File: src/rtl/multicycle_control_pkg.sv
// Shared definitions for the multi-cycle sequencing controller: opcodes,
// datapath select encodings and the FSM state enumeration.
package multicycle_control_pkg;

   localparam logic [5:0] OP_RTYPE = 6'b000000;
   localparam logic [5:0] OP_J     = 6'b000010;
   localparam logic [5:0] OP_BEQ   = 6'b000100;
   localparam logic [5:0] OP_ADDI  = 6'b001000;
   localparam logic [5:0] OP_ANDI  = 6'b001100;
   localparam logic [5:0] OP_LW    = 6'b100011;
   localparam logic [5:0] OP_SW    = 6'b101011;
   localparam logic [5:0] OP_SHIFT = 6'b110000;

   localparam logic [1:0] ALU_OP_ADD   = 2'b00;
   localparam logic [1:0] ALU_OP_SUB   = 2'b01;
   localparam logic [1:0] ALU_OP_FUNCT = 2'b10;
   localparam logic [1:0] ALU_OP_AND   = 2'b11;

   localparam logic [1:0] ALU_SRC_B_REG      = 2'b00;
   localparam logic [1:0] ALU_SRC_B_FOUR     = 2'b01;
   localparam logic [1:0] ALU_SRC_B_IMM      = 2'b10;
   localparam logic [1:0] ALU_SRC_B_IMM_SHL2 = 2'b11;

   localparam logic [1:0] PC_SRC_ALU     = 2'b00;
   localparam logic [1:0] PC_SRC_ALU_OUT = 2'b01;
   localparam logic [1:0] PC_SRC_JUMP    = 2'b10;

   typedef enum logic [3:0] {
      S_RST      = 4'd0,
      S_FETCH    = 4'd1,
      S_DECODE   = 4'd2,
      S_MEM_ADDR = 4'd3,
      S_MEM_RD   = 4'd4,
      S_MEM_WB   = 4'd5,
      S_MEM_WR   = 4'd6,
      S_R_EX     = 4'd7,
      S_SH_EX    = 4'd8,
      S_IMM_EX   = 4'd9,
      S_R_WB     = 4'd10,
      S_IMM_WB   = 4'd11,
      S_BRANCH   = 4'd12,
      S_JUMP     = 4'd13,
      S_HALT     = 4'd14
   } state_t;

endpackage

File: src/rtl/multicycle_control_if.sv
// Bundle between the sequencing controller and the datapath: opcode and
// memory handshake in, datapath control strobes and status out.
interface multicycle_control_if #(
   parameter int CNT_W = 32
);
   logic [5:0]       opcode;
   logic             mem_ready;
   logic             pc_write;
   logic             pc_write_cond;
   logic             iord;
   logic             mem_read;
   logic             mem_write;
   logic             ir_write;
   logic             reg_dst;
   logic             mem_to_reg;
   logic             reg_write;
   logic             alu_src_a;
   logic [1:0]       alu_src_b;
   logic [1:0]       alu_op;
   logic [1:0]       pc_source;
   logic             instr_done;
   logic             halted;
   logic [CNT_W-1:0] retired;
   logic [3:0]       state;

   modport master (
      input  opcode, mem_ready,
      output pc_write, pc_write_cond, iord, mem_read, mem_write, ir_write,
             reg_dst, mem_to_reg, reg_write, alu_src_a, alu_src_b, alu_op,
             pc_source, instr_done, halted, retired, state
   );

   modport slave (
      output opcode, mem_ready,
      input  pc_write, pc_write_cond, iord, mem_read, mem_write, ir_write,
             reg_dst, mem_to_reg, reg_write, alu_src_a, alu_src_b, alu_op,
             pc_source, instr_done, halted, retired, state
   );
endinterface

File: src/rtl/mc_dispatch.sv
// DECODE dispatch ROM: maps the live opcode to the first state after DECODE.
module mc_dispatch
   import multicycle_control_pkg::*;
(
   input  logic [5:0] opcode,
   output state_t     next_state
);

   always_comb begin
      next_state = S_HALT;
      case (opcode)
         OP_RTYPE:        next_state = S_R_EX;
         OP_SHIFT:        next_state = S_SH_EX;
         OP_ADDI, OP_ANDI: next_state = S_IMM_EX;
         OP_LW, OP_SW:    next_state = S_MEM_ADDR;
         OP_BEQ:          next_state = S_BRANCH;
         OP_J:            next_state = S_JUMP;
         default:         next_state = S_HALT;
      endcase
   end

endmodule

File: src/rtl/multicycle_control.sv
// Multi-cycle Moore sequencer: steps each instruction through fetch, decode,
// execute, memory and writeback over a shared memory port.
module multicycle_control
   import multicycle_control_pkg::*;
#(
   parameter int CNT_W = 32
) (
   input  logic               clk,
   input  logic               reset,
   multicycle_control_if.master bus
);

   state_t           state_reg;
   state_t           state_next;
   state_t           decode_next;
   logic [5:0]       opcode_q_reg;
   logic [CNT_W-1:0] retired_reg;
   logic             instr_done;

   mc_dispatch u_dispatch (
      .opcode     (bus.opcode),
      .next_state (decode_next)
   );

   always_ff @(posedge clk or negedge reset) begin
      if (!reset) begin
         state_reg    <= S_RST;
         opcode_q_reg <= '0;
         retired_reg  <= '0;
      end else begin
         state_reg <= state_next;
         if (state_reg == S_DECODE)
            opcode_q_reg <= bus.opcode;
         // Count on the edge that leaves the retiring state.
         if (instr_done)
            retired_reg <= retired_reg + CNT_W'(1);
      end
   end

   always_comb begin
      state_next        = state_reg;
      instr_done        = 1'b0;
      bus.pc_write      = 1'b0;
      bus.pc_write_cond = 1'b0;
      bus.iord          = 1'b0;
      bus.mem_read      = 1'b0;
      bus.mem_write     = 1'b0;
      bus.ir_write      = 1'b0;
      bus.reg_dst       = 1'b0;
      bus.mem_to_reg    = 1'b0;
      bus.reg_write     = 1'b0;
      bus.alu_src_a     = 1'b0;
      bus.alu_src_b     = ALU_SRC_B_REG;
      bus.alu_op        = ALU_OP_ADD;
      bus.pc_source     = PC_SRC_ALU;
      bus.halted        = 1'b0;
      case (state_reg)
         S_RST: state_next = S_FETCH;
         S_FETCH: begin
            bus.mem_read  = 1'b1;
            bus.alu_src_b = ALU_SRC_B_FOUR;
            bus.pc_write  = bus.mem_ready;
            bus.ir_write  = bus.mem_ready;
            if (bus.mem_ready)
               state_next = S_DECODE;
         end
         S_DECODE: begin
            bus.alu_src_b = ALU_SRC_B_IMM_SHL2;
            state_next    = decode_next;
         end
         S_MEM_ADDR: begin
            bus.alu_src_a = 1'b1;
            bus.alu_src_b = ALU_SRC_B_IMM;
            state_next    = (opcode_q_reg == OP_SW) ? S_MEM_WR : S_MEM_RD;
         end
         S_MEM_RD: begin
            bus.iord     = 1'b1;
            bus.mem_read = 1'b1;
            if (bus.mem_ready)
               state_next = S_MEM_WB;
         end
         S_MEM_WB: begin
            bus.mem_to_reg = 1'b1;
            bus.reg_write  = 1'b1;
            instr_done     = 1'b1;
            state_next     = S_FETCH;
         end
         S_MEM_WR: begin
            bus.iord      = 1'b1;
            bus.mem_write = 1'b1;
            instr_done    = bus.mem_ready;
            if (bus.mem_ready)
               state_next = S_FETCH;
         end
         S_R_EX: begin
            bus.alu_src_a = 1'b1;
            bus.alu_op    = ALU_OP_FUNCT;
            state_next    = S_R_WB;
         end
         S_SH_EX: begin
            bus.alu_src_a = 1'b1;
            bus.alu_src_b = ALU_SRC_B_IMM;
            bus.alu_op    = ALU_OP_FUNCT;
            state_next    = S_R_WB;
         end
         S_IMM_EX: begin
            bus.alu_src_a = 1'b1;
            bus.alu_src_b = ALU_SRC_B_IMM;
            bus.alu_op    = (opcode_q_reg == OP_ANDI) ? ALU_OP_AND : ALU_OP_ADD;
            state_next    = S_IMM_WB;
         end
         S_R_WB: begin
            bus.reg_dst   = 1'b1;
            bus.reg_write = 1'b1;
            instr_done    = 1'b1;
            state_next    = S_FETCH;
         end
         S_IMM_WB: begin
            bus.reg_write = 1'b1;
            instr_done    = 1'b1;
            state_next    = S_FETCH;
         end
         S_BRANCH: begin
            bus.alu_src_a     = 1'b1;
            bus.alu_op        = ALU_OP_SUB;
            bus.pc_write_cond = 1'b1;
            bus.pc_source     = PC_SRC_ALU_OUT;
            instr_done        = 1'b1;
            state_next        = S_FETCH;
         end
         S_JUMP: begin
            bus.pc_write  = 1'b1;
            bus.pc_source = PC_SRC_JUMP;
            instr_done    = 1'b1;
            state_next    = S_FETCH;
         end
         S_HALT: bus.halted = 1'b1;
         default: state_next = S_FETCH;
      endcase
   end

   assign bus.instr_done = instr_done;
   assign bus.retired    = retired_reg;
   assign bus.state      = state_reg;

endmodule

File: src/flat_wrapper.sv
// flat-port wrapper written by rule: the top's interface ports become plain ports
module multicycle_control_flat import multicycle_control_pkg::*;
#(
   parameter int CNT_W = 32
)
  (clk, reset, bus_opcode, bus_mem_ready, bus_pc_write, bus_pc_write_cond, bus_iord, bus_mem_read, bus_mem_write, bus_ir_write, bus_reg_dst, bus_mem_to_reg, bus_reg_write, bus_alu_src_a, bus_alu_src_b, bus_alu_op, bus_pc_source, bus_instr_done, bus_halted, bus_retired, bus_state);
  multicycle_control_if #(.CNT_W(CNT_W)) bus_i ();
  input  logic clk;
  input  logic reset;
  input wire logic [$bits(bus_i.opcode)-1:0] bus_opcode;
  input wire logic [$bits(bus_i.mem_ready)-1:0] bus_mem_ready;
  output wire logic [$bits(bus_i.pc_write)-1:0] bus_pc_write;
  output wire logic [$bits(bus_i.pc_write_cond)-1:0] bus_pc_write_cond;
  output wire logic [$bits(bus_i.iord)-1:0] bus_iord;
  output wire logic [$bits(bus_i.mem_read)-1:0] bus_mem_read;
  output wire logic [$bits(bus_i.mem_write)-1:0] bus_mem_write;
  output wire logic [$bits(bus_i.ir_write)-1:0] bus_ir_write;
  output wire logic [$bits(bus_i.reg_dst)-1:0] bus_reg_dst;
  output wire logic [$bits(bus_i.mem_to_reg)-1:0] bus_mem_to_reg;
  output wire logic [$bits(bus_i.reg_write)-1:0] bus_reg_write;
  output wire logic [$bits(bus_i.alu_src_a)-1:0] bus_alu_src_a;
  output wire logic [$bits(bus_i.alu_src_b)-1:0] bus_alu_src_b;
  output wire logic [$bits(bus_i.alu_op)-1:0] bus_alu_op;
  output wire logic [$bits(bus_i.pc_source)-1:0] bus_pc_source;
  output wire logic [$bits(bus_i.instr_done)-1:0] bus_instr_done;
  output wire logic [$bits(bus_i.halted)-1:0] bus_halted;
  output wire logic [$bits(bus_i.retired)-1:0] bus_retired;
  output wire logic [$bits(bus_i.state)-1:0] bus_state;
  assign bus_i.opcode = bus_opcode;
  assign bus_i.mem_ready = bus_mem_ready;
  assign bus_pc_write = bus_i.pc_write;
  assign bus_pc_write_cond = bus_i.pc_write_cond;
  assign bus_iord = bus_i.iord;
  assign bus_mem_read = bus_i.mem_read;
  assign bus_mem_write = bus_i.mem_write;
  assign bus_ir_write = bus_i.ir_write;
  assign bus_reg_dst = bus_i.reg_dst;
  assign bus_mem_to_reg = bus_i.mem_to_reg;
  assign bus_reg_write = bus_i.reg_write;
  assign bus_alu_src_a = bus_i.alu_src_a;
  assign bus_alu_src_b = bus_i.alu_src_b;
  assign bus_alu_op = bus_i.alu_op;
  assign bus_pc_source = bus_i.pc_source;
  assign bus_instr_done = bus_i.instr_done;
  assign bus_halted = bus_i.halted;
  assign bus_retired = bus_i.retired;
  assign bus_state = bus_i.state;
  multicycle_control #(.CNT_W(CNT_W)) u_core (.clk(clk), .reset(reset), .bus(bus_i));
endmodule
File: config.mk
export PLATFORM = sky130hd
export DESIGN_NAME = multicycle_control_flat
export DESIGN_NICKNAME = d
export VERILOG_FILES = /design/src/rtl/multicycle_control_pkg.sv /design/src/rtl/multicycle_control_if.sv /design/src/rtl/mc_dispatch.sv /design/src/rtl/multicycle_control.sv /design/src/flat_wrapper.sv
export SDC_FILE = /design/constraint.sdc
export NUM_CORES = 1
export LEC_CHECK = 0
export ABC_AREA = 1
export ABC_CLOCK_PERIOD_IN_PS = 4000
export CORE_UTILIZATION = 30
export DETAILED_ROUTE_END_ITERATION = 6
export GPL_ROUTABILITY_DRIVEN = 0
export PLACE_DENSITY = 0.54
export SLEW_MARGIN = 10
export SYNTH_ARGS = -nofsm -noshare
export SYNTH_HDL_FRONTEND = slang
export SYNTH_SLANG_ARGS = --single-unit
File: constraint.sdc
create_clock -name clk -period 4 [get_ports clk]
set_input_delay 0.6 -clock clk [delete_from_list [all_inputs] [get_ports clk]]
set_output_delay 0.6 -clock clk [all_outputs]
set_load 0.02 [all_outputs]
==> flow_summary_export.csv <==
group,metric,value,unit
run_status,outcome,"finished clean",
clock_network,clock-sinks,42,
cells_and_area,fill_cells,968,
detailed_routing,drc,0,
die,fp.dieH,98.79,um
cells_and_area,diodes,0,
timing,final-setup-viol-count,0,
timing,worst_pin_slew,0.9957,ns
synthesis,yosys_warnings,0,
worst_setup_path,path_max_fanout,11,
synthesis,synth_area_leaders,"dfrtp_1 37%, nand2_1 23%, nor2_1 11%",
cells_and_area,multiInputGateArea,1558,um2
synthesis,syn_nets,449,
synthesis,async_reset_ff_share,100.0,%
grt,grt_pass1_wl,13410,um
grt,antenna_found_initial,0,
worst_setup_path,worstPathRequired,3.40,ns
worst_setup_path,worst_setup_path_end_kind,"output pin",
timing,timing.setup.tns,0,ns
flow_run,maxCapViolCount,0,
grt,grt.total_usage,17.38,%
clock_network,post_cts_buffers,0,
synthesis,syn_inst,439,
die,die-area,9758,um2
clock_network,cts_root_buf,"clkbuf_8",
detailed_routing,wl_per_cell,12.94,um
clock_network,clock_latency,0.30,ns
synthesis,synth_largest_area_cell,"dfrtp_1",
synthesis,synthFlopType,"dfrtp_1",
die,core_area,8891,um2
timing,period_minus_slack,2.977,ns
timing,fin_crit_sh,74.44,%
synthesis,ys_ff_latch,42,
clock_network,cts_inserted_buffers,5,
clock_network,cts_tree,"done",
worst_setup_path,critical_path_class,"flop to output pin",
detailed_routing,drtIter0Drc,101,
synthesis,syn-cell-area,2810,um2
clock_network,ctsHtreeMaxLevel,2,
detailed_routing,wl,7908,um
cells_and_area,drive_gt1_share,4.374,%
placement,dp_hpwl,6006,um
die,io_pins,63,
grt,grt_overflow_total,0,
synthesis,synth.distinct_cells,28,
cells_and_area,finish.utilization,40.57,%
timing,hold_viol,0,
synthesis,synth_seq_area_share,37.40,%
cells_and_area,largest_reg_flops,32,
power_and_ir_drop,p_leak,1.537,nW
worst_setup_path,cp-start-kind,"flop",
timing,slew_headroom,33.62,%
synthesis,synth_top_area_share,37.40,%
timing,skew,0.01278,ns
grt,grt_start_max_net_pins,43,
cells_and_area,stdcell_area,3607,um2
worst_setup_path,cp.arrival,2.38,ns
synthesis,synth_edf_count,0,
cells_and_area,final-seq-area,1051,um2
placement,dpl-instance-area,3516,um2
detailed_routing,firstDrtPassIters,5,
synthesis,synth_most_common_cell,"nand2_1",
clock_network,clock_path_buffers,2,
detailed_routing,vias,2866,
clock_network,clk_pin_slew_worst_paths,0.09,ns
clock_network,postCtsResizedCells,0,
detailed_routing,ant_nets,0,
clock_network,ctsHoldBuffers,0,
power_and_ir_drop,ir_drop,0.0003384,V
cells_and_area,nets,512,
power_and_ir_drop,p_per_area,516.2,nW/um2
synthesis,ys_top_cells_by_count,"175 x nand2_1, 83 x nor2_1, 42 x dfrtp_1",
cells_and_area,area_growth,28.36,%
timing,slew_viol_final,0,
placement,port-buffer-count,62,
timing,fmax,0.3359,GHz
die,core.rowCount,34,
synthesis,avgSynthCellArea,6.401,um2
die,die_w,98.79,um
detailed_routing,via_per_inst,4.691,
grt,grt_pass1_vias,2861,
min_path,worstHoldPathType,"primary input to async pin",
timing,rsz0062_at_grt,"no",
timing,whs,0.4499,ns
die,start_util,31.61,%
## area by class of cell
class / instances / area share (%)
Multi-Input combinational cell: 351 / 43.18
Sequential cell: 42 / 29.14
Timing Repair Buffer: 63 / 17.27
Inverter: 39 / 4.128
Tap cell: 108 / 3.746
Clock buffer: 7 / 2.393
Clock inverter: 1 / 0.1387
## where the power goes
| group | internal (W) | switching [W] | total, W | leakage [nW] |
|---|---|---|---|---|
| clock | 0.000140 | 0.000150 | 0.000289 | 0.0482 |
| sequential | 0.000514 | 0.000109 | 0.000623 | 0.562 |
| combinational | 0.000358 | 0.000592 | 0.000949 | 0.927 |
| total | 0.00101 | 0.000850 | 0.00186 | 1.54 |
## per-stage QoR
step | setup slack, ns | instances | power, W
after global placement | 1.431 | 603 | 0.001584
after global routing | 0.8683 | 611 | 0.002022
after floorplan | 1.898 | 439 | 0.001216
final | 1.023 | 611 | 0.001862
after detailed placement | 1.372 | 603 | 0.001580
after CTS | 1.023 | 611 | 0.001884
## kinds of logic after synthesis
family,after synthesis,synth area share (%)
buf+inv,46,7.168
fa+ha+maj,1,0.4452
xor+xnor,13,4.052
compound gates,32,6.011
flops,42,37.40
simple gates,305,44.92
## worst max-delay path, cell delays in order (launching register included)
cell             delay (ns)
dfrtp_1                0.48
inv_2                  0.10
nand2_1                0.13
nor2_1                 0.53
nor2_1                 0.15
inv_1                  0.09
clkdlybuf4s50_1        0.60
## worst paths after layout
| path | start | to | slack, ns | cells past startpoint |
|---|---|---|---|---|
| worst max register to register | u_core.bus.state[0]$_DFFE_PN0P_ | u_core.bus.retired[13]$_DFFE_PN0P_ | 2.01 | 9 |
| max in group asynchronous | reset | u_core.bus.retired[30]$_DFFE_PN0P_ | 2.91 | 1 |
| min in group clk | u_core.opcode_q_reg[4]$_DFFE_PN0P_ | u_core.opcode_q_reg[4]$_DFFE_PN0P_ | 0.49 | 2 |
| worst min-delay path | reset | u_core.bus.retired[8]$_DFFE_PN0P_ | 0.45 | 1 |
| worst min register to register | u_core.opcode_q_reg[4]$_DFFE_PN0P_ | u_core.opcode_q_reg[4]$_DFFE_PN0P_ | 0.49 | 2 |
| worst max-delay path | u_core.bus.state[0]$_DFFE_PN0P_ | bus_alu_src_b[0] | 1.02 | 6 |
## layer usage
| layer | wire [um] | GRT usage (%) | part of all wire (%) |
|---|---|---|---|
| met1 | 3489 | 20.73 | 44 |
| met2 | 3686 | 30.12 | 47 |
| met3 | 663 | 5.816 | 8.4 |
| met4 | 68 | 4.133 | 0.86 |
| met5 | 0 | 0 | 0 |
## layout by cell type (no fill, tap or decap), drive strengths merged
cell type and count:
nand2 180, nor2 86, clkdlybuf4s50 61, dfrtp 42, inv 39, o21ai 26, nand3 20, nand3b 9
xnor2 8, clkbuf 7, nand4 5, xor2 5, a21oi 4, nor3 3, or2 2, buf 2
o22ai 1, o221ai 1, ha 1, clkinv 1
No activity file was read; power rests on OpenSTA's default activity.
